### config.mk
export PLATFORM = sky130hd
export DESIGN_NAME = br_resolve_unit
export DESIGN_NICKNAME = d
export VERILOG_FILES = /design/src/rtl/br_resolve_unit.sv
export SDC_FILE = /design/constraint.sdc
export NUM_CORES = 1
export LEC_CHECK = 0
export CAP_MARGIN = 0
export CORE_MARGIN = 2
export CORE_UTILIZATION = 54
export CTS_CLUSTER_SIZE = 8
export DETAILED_ROUTE_END_ITERATION = 8
export GPL_TIMING_DRIVEN = 1
export PLACE_DENSITY = 0.92
export SETUP_SLACK_MARGIN = 0.02
export SLEW_MARGIN = 30
export SYNTH_ARGS = -nofsm -noshare
export SYNTH_HDL_FRONTEND = slang
export SYNTH_SLANG_ARGS = --single-unit
### constraint.sdc
create_clock -name Clk -period 7.3 [get_ports Clk]
set_input_delay 0.73 -clock Clk [delete_from_list [all_inputs] [get_ports Clk]]
set_output_delay 0.73 -clock Clk [all_outputs]
set_load 0.01 [all_outputs]
### src/rtl/br_resolve_unit.sv
// Branch resolve stage: one registered stage from the operand latch to the PC
// update, with a 2-bit branch history table read by fetch and a mispredict counter.
module br_resolve_unit #(
  parameter int WIDTH     = 16,
  parameter int PC_W      = 16,
  parameter int BHT_DEPTH = 16,
  parameter int CNT_W     = 16
) (
  input  logic             Clk,
  input  logic             Rst,
  input  logic             InValid,
  input  logic [WIDTH-1:0] InA,
  input  logic [WIDTH-1:0] InB,
  input  logic [2:0]       Cond,
  input  logic [PC_W-1:0]  PC,
  input  logic [PC_W-1:0]  Offset,
  input  logic             PredTaken,
  input  logic             Flush,
  input  logic [PC_W-1:0]  LookupPC,
  output logic             LookupTaken,
  output logic             OutValid,
  output logic             Taken,
  output logic [PC_W-1:0]  NextPC,
  output logic             Mispredict,
  output logic             IllegalCond,
  output logic [CNT_W-1:0] MispCount
);

  localparam int IDX_W = $clog2(BHT_DEPTH);

  logic             valid_reg;
  logic [WIDTH-1:0] a_reg;
  logic [WIDTH-1:0] b_reg;
  logic [2:0]       cond_reg;
  logic [PC_W-1:0]  pc_reg;
  logic [PC_W-1:0]  off_reg;
  logic             pred_reg;
  logic [CNT_W-1:0] cnt_reg;
  logic [1:0]       bht_reg [BHT_DEPTH];

  logic             cond_true;
  logic             taken;
  logic             misp;
  logic             bht_upd;
  logic [IDX_W-1:0] bht_idx;
  logic [IDX_W-1:0] look_idx;
  logic             lookup_unused;

  // Flush only clears the valid bit; the payload is don't-care while invalid.
  always_ff @(posedge Clk) begin
    if (Rst) begin
      valid_reg <= 1'b0;
      a_reg     <= '0;
      b_reg     <= '0;
      cond_reg  <= '0;
      pc_reg    <= '0;
      off_reg   <= '0;
      pred_reg  <= 1'b0;
    end else if (Flush) begin
      valid_reg <= 1'b0;
    end else begin
      valid_reg <= InValid;
      a_reg     <= InA;
      b_reg     <= InB;
      cond_reg  <= Cond;
      pc_reg    <= PC;
      off_reg   <= Offset;
      pred_reg  <= PredTaken;
    end
  end

  always_comb begin
    cond_true = 1'b0;
    case (cond_reg)
      3'b000:  cond_true = (a_reg == b_reg);
      3'b001:  cond_true = (a_reg != b_reg);
      3'b100:  cond_true = ($signed(a_reg) < $signed(b_reg));
      3'b101:  cond_true = !($signed(a_reg) < $signed(b_reg));
      3'b110:  cond_true = (a_reg < b_reg);
      3'b111:  cond_true = !(a_reg < b_reg);
      3'b010:  cond_true = 1'b1;
      default: cond_true = 1'b0;
    endcase
  end

  assign taken = valid_reg & cond_true;
  assign misp  = valid_reg & (taken != pred_reg);

  assign OutValid    = valid_reg;
  assign Taken       = taken;
  assign Mispredict  = misp;
  assign IllegalCond = valid_reg & (cond_reg == 3'b011);
  assign NextPC      = !valid_reg ? '0 :
                       taken      ? pc_reg + off_reg : pc_reg + PC_W'(1);
  assign MispCount   = cnt_reg;

  // ALWAYS (010) and reserved (011) share cond[2:1]==01 and never train the table.
  assign bht_upd  = valid_reg & (cond_reg[2:1] != 2'b01);
  assign bht_idx  = pc_reg[IDX_W-1:0];
  assign look_idx = LookupPC[IDX_W-1:0];

  assign LookupTaken   = bht_reg[look_idx][1];
  assign lookup_unused = ^LookupPC;

  generate
    for (genvar gi = 0; gi < BHT_DEPTH; gi++) begin : g_bht
      always_ff @(posedge Clk) begin
        if (Rst) begin
          bht_reg[gi] <= 2'b01;
        end else if (bht_upd && (bht_idx == IDX_W'(gi))) begin
          if (taken) begin
            if (bht_reg[gi] != 2'b11) bht_reg[gi] <= bht_reg[gi] + 2'b01;
          end else begin
            if (bht_reg[gi] != 2'b00) bht_reg[gi] <= bht_reg[gi] - 2'b01;
          end
        end
      end
    end
  endgenerate

  always_ff @(posedge Clk) begin
    if (Rst) begin
      cnt_reg <= '0;
    end else if (misp && (cnt_reg != {CNT_W{1'b1}})) begin
      cnt_reg <= cnt_reg + CNT_W'(1);
    end
  end

endmodule

=== Yosys cells after proc, flatten, opt, wreduce, memory -nomap -nowiden ===
Memories as Yosys holds them, arrays and structs flattened.
Index checks and enable logic that the tools add are counted.

* Bitwise gates (word level): 36
* Multiplexer cells: 197
* $add $sub $neg: 35
* Magnitude comparators: 2
* Equality and inequality tests: 43
* Reductions and logical operators: 38

{| class="wikitable"
|+ Operators with widths
! cell !! count
|-
| $mux 1 || 162
|-
| $mux 2 || 32
|-
| $add 16x1->16 const B || 2
|-
| $add 2x1->2 const B || 16
|-
| $eq 4x4->1 const B || 8
|-
| $lt 16x16->1 || 2
|-
| $mux 16 || 2
|-
| $ne 2x2->1 const B || 16
|-
| $or 1x1->1 || 32
|-
| $reduce_bool 2->1 || 16
|-
| $sub 2x1->2 const B || 16
|-
| $logic_and 1x1->1 || 17
|-
| $add 16x16->16 || 1
|-
| $eq 16x16->1 || 1
|-
| $eq 4x3->1 const B || 4
|-
| $ne 16x16->1 || 1
|-
| $ne 16x16->1 const B || 1
|-
| $eq 3x3->1 const B || 4
|-
| $eq 4x2->1 const B || 2
|-
| $pmux 1 s7 || 1
|-
| $eq 3x2->1 const B || 2
|-
| $and 1x1->1 || 4
|-
| $eq 4x1->1 const B || 1
|-
| $logic_not 4->1 || 1
|-
| 6 further kinds || 7
|}

* Register bits after elaboration: 85
* Output and inout bits: 37
* Word-level logic and storage cells: 360
* Memories kept: 1
* Input bits: 88
* Bits in writable memories: 32

{| class="wikitable"
|+ Memories
! memory !! words !! width !! read ports !! clocked after Yosys merged registers in !! write ports !! line !! text
|-
| bht_reg || 16 || 2 || 17 || 0 || 16 || 39 || <nowiki>logic [1:0] bht_reg [BHT_DEPTH];</nowiki>
|}

=== Longest topological paths before layout ===
* Word-level depth: 10
* Gate-level depth with buffers: 21
* Gate-level depth less buffers: 19

=== Worst setup path before layout ===
No wires, ideal clock.

* Kind: register to output
* From: register b_reg[7]
* To: output port NextPC[14]
* Stages on the path, launching flop included: 22
* Slack: 1881 ps
* Arrival: 4689 ps
* Cell sequence: dfxtp_1 > inv_1 > ha_1 > nand4_1 > o41ai_2 > o31ai_1 > or3_1 > o211ai_4 > and2_1 > buf_2 > buf_2 > nand2b_1 > ha_1 > fa_1 > a21o_1 > a21o_1 > a2111oi_0 > nor3_1 > o31ai_1 > o21ai_1 > xor2_1 > and2_1

* Word-level cells in the longest chain between the ends: 6
* Elaborated cells between the ends (all ways): 10
* Classes of those cells: order compare: 2; eq/ne: 2; mux: 3; bitwise: 1; reduce/logical: 2

{| class="wikitable"
|+ RTL lines
! item !! line !! text
|-
| from (decl) || 33 || <nowiki>logic [WIDTH-1:0] b_reg;</nowiki>
|-
| from (signal assigned) || 64 || <nowiki>b_reg <= InB;</nowiki>
|-
| $lt 16x16->1, on equally long branches || n/a ||
|-
| $logic_not 1->1, on equally long branches || 80, 78 ||
|-
| $pmux 1 s7 (*) || 74 || <nowiki>case (cond_reg)</nowiki>
|-
| $and 1x1->1 (*) || 86 || <nowiki>assign taken = valid_reg & cond_true;</nowiki>
|-
| $mux 16 (*) || 94 || <nowiki>taken ? pc_reg + off_reg : pc_reg + PC_W'(1);</nowiki>
|-
| $mux 16 (*) || 93 || <nowiki>assign NextPC = !valid_reg ? '0 :</nowiki>
|-
| to (decl) || 23 || <nowiki>output logic [PC_W-1:0] NextPC,</nowiki>
|}

Every way passes the cells marked *; elsewhere a longest branch is shown, timed or not.

=== Final worst setup path ===
* From: register b_reg[6]
* To: output port NextPC[14]

The elaborated chain is that of the path after synthesis.

==> impl_metrics.tcl <==
set metrics [dict create \
    yosys_warnings 0 \
    n_antenna_cell 0 \
    fin_nets 1001 \
    tightest_slew_ns 0.855 \
    cts_buffer_depth 2 \
    grt_max_degree 70 \
    synth_top_area_frac 0.241 \
    ys.flop_type "dfxtp_1" \
    grt_usage 0.231 \
    pre_cts_ws_ns 0.997 \
    grt_pass1_wl_mm 26.4 \
    synth-edff-count 32 \
    cts_hold_buf 0 \
    p_leak_nw 3.85 \
    synth.largest_area_cell "dfxtp_1" \
    period_needed_ns 6.81 \
    timing.fmax_mhz 147 \
    vdd.ir_drop.worst_mv 0.156 \
    dp.cells 1003 \
    cts.sinks 117 \
    synthArstFlopShare 0 \
    synth.distinct_cells 50 \
    start_kind "flip-flop" \
    dpl-instance-area_um2 8300 \
    cts_tree "built" \
    clockRootBuffer "clkbuf_16" \
    cp-end-kind "primary output" \
    synth.avg_cell_area_um2 9.42 \
    die_w_um 118 \
    ys_ff_latch 117 \
    slew_headroom 0.428 \
    std_cell_rows 41 \
    via_per_inst 5.61 \
    p_per_area_nw_per_um2 198 \
    post_cts_resize_count 0 \
    drv_slew 0 \
    finalCritPeriodShare 0.933 \
    cts_setup_buffers 0 \
    vias 5796 \
    syn_inst 751 \
    syn-cell-area_um2 7070 \
    required_ns 6.57 \
    io_buffers 112 \
    max_stage_delay_ns 0.63 \
    antenna_found_initial 0 \
    status "finished clean" \
    design.core.area_um2 12700 \
    max_cap_violations 0 \
    drive_gt1_frac 0.0580 \
    wl_per_cell_um 15.3 \
    finalHoldViolations 0 \
    cts_buffers 17 \
    hp-class "flip-flop to flip-flop" \
    hold_ws_ns 0.492 \
    cp.arrival_ns 6.08 \
    ios 125 \
    yosysSeqAreaShare 0.377 \
    finClkSkew_ns 0.00657 \
    cpMaxStageDelayCell "a2111oi_0" \
    synthTopCellsByArea "dfxtp_1 24%, edfxtp_1 14%, mux2i_1 12%" \
    fin_area_um2 8900 \
    gr-total-overflow 0 \
    path_cells "inv_1, ha_1, nand4_1, o41ai_2, o31ai_1, or3_1, o211ai_4, and2_2, nand2b_1, ha_1, fa_1, a21o_1, a21o_1, a2111oi_0, nor3_1, o31ai_1, o21ai_1, xor2_1, and2_1, clkdlybuf4s50_1" \
    drc 0 \
    p_total_mw 1.76 \
    crit_fanout 17 \
    dp_hpwl_mm 11.2 \
    synth_fp_nets 902 \
    drtIter0Drc 316 \
    die_h_um 118 \
    clk_pin_slew_ns 0.05 \
    floorplan.initialDensity 0.556 \
    antenna_left 0 \
    fin_ws_ns 0.488 \
    instances_no_fill 1034 \
    fp.dieArea_um2 14000 \
    drt_pass1_iterations 5 \
    synthToLayoutAreaGrowth_pct 25.9 \
    critPathKind "flip-flop to primary output" \
    h-tree-depth 4 \
    insertion_delay_ns 0.41 \
    gp_congestion 0.832 \
    setup_tns_ns 0 \
    finalSetupViolations 0 \
    final_util 0.700 \
    drt-total-wl_mm 15.8 \
    largest_reg_flops 32 \
    grt_pass1_vias 5784 \
    rsz0062_at_grt "false" \
]
layout by cell type (no fill, tap or decap), types with 6 or more instances in the layout:
cell / Yosys / final
nand3b_1: 16 / 16
nor3_1: 11 / 10
ha_1: 62 / 62
a31o_1: 15 / 15
nor2b_1: 20 / 20
a21o_1: 6 / 6
clkbuf_16: 0 / 18
nand3_1: 10 / 10
clkdlybuf4s50_1: 0 / 110
a21oi_1: 36 / 36
xnor2_1: 8 / 8
clkbuf_8: 0 / 6
and3_1: 22 / 22
nand4_1: 21 / 21
and2_1: 16 / 15
nor2_1: 88 / 88
mux2_1: 11 / 11
nand2_1: 36 / 36
or3_1: 23 / 23
edfxtp_1: 32 / 32
mux2i_1: 84 / 84
dfxtp_1: 85 / 85
inv_1: 49 / 49
buf_4: 1 / 7
cells in the mapped netlist (all sizes together) (2+ instances only):
| cell | instances |
|---|---|
| nor2b | 20 |
| mux2 | 11 |
| nand2 | 36 |
| a21oi | 36 |
| nor3b | 5 |
| a211oi | 4 |
| nand3 | 10 |
| or2 | 2 |
| and2 | 16 |
| a31oi | 3 |
| xnor2 | 8 |
| ha | 62 |
| nand3b | 16 |
| dfxtp | 85 |
| buf | 17 |
| and3 | 22 |
| o211ai | 4 |
| or3 | 23 |
| o21a | 2 |
| o31ai | 3 |
| mux2i | 84 |
| xor2 | 5 |
| nor2 | 88 |
| edfxtp | 32 |
| o41ai | 3 |
| mux4 | 5 |
| a21o | 6 |
| nand2b | 5 |
| nor3 | 11 |
| clkbuf | 21 |
| nand4 | 21 |
| a31o | 15 |
| inv | 49 |
| nor4 | 4 |
| o21ai | 8 |
kinds of logic (layout without fill, tap and decap cells):
family | Yosys count | after routing | synth area share
AO/OA/AOI/OAI | 88 | 88 | 0.0844
XOR/XNOR | 14 | 14 | 0.0195
adder cells (fa/ha/maj) | 63 | 63 | 0.113
buffers and inverters | 87 | 198 | 0.0476
flip-flops | 117 | 117 | 0.377
multiplexers | 100 | 100 | 0.152
AND/OR/NAND/NOR | 282 | 282 | 0.207
power breakdown:
group | switching (mW) | leakage (nW) | internal (mW)
registers | 0.0195 | 0.973 | 0.693
logic | 0.112 | 2.58 | 0.113
clock network | 0.285 | 0.301 | 0.540
total | 0.416 | 3.85 | 1.35
worst max-delay path: cells and delay by family, from the launching register on:
kind | cells | cell delay, ns
compound gates | 8 | 2.50
flops | 1 | 0.33
xor+xnor | 1 | 0.13
buf+inv | 2 | 0.59
fa+ha+maj | 3 | 0.93
simple gates | 6 | 1.17
worst paths after layout:
kind,start,end,slack [ns],cells after the start
setup / recovery,b_reg[6]$_SDFFE_PP0N_,NextPC[14],0.49,20
hold / removal,off_reg[5]$_SDFFE_PP0N_,off_reg[5]$_SDFFE_PP0N_,0.49,2
hold reg to reg,off_reg[5]$_SDFFE_PP0N_,off_reg[5]$_SDFFE_PP0N_,0.49,2
setup reg to reg,b_reg[6]$_SDFFE_PP0N_,bht_reg[1][1]$_DFFE_PP_,3.56,11
routing by layer:
layer | share of wire | vias up | routed length (um) | GRT usage
li1 | - | 2877 | - | -
met5 | 0 | - | 0 | 0
met4 | 0.028 | 0 | 435 | 0.100
met3 | 0.061 | 38 | 956 | 0.0594
met1 | 0.42 | 2709 | 6640 | 0.269
met2 | 0.49 | 172 | 7770 | 0.400
cell type report:
class / count / area [um2]
multi-input cells: 547 / 4080
fillers: 962 / 3820
flip-flops and latches: 117 / 2660
repair buffers: 118 / 1160
clock buffers: 25 / 537
well taps: 172 / 215
inverters: 49 / 184
clock inverters: 6 / 61.3
Note: power is estimated with default switching activity, not from simulation.
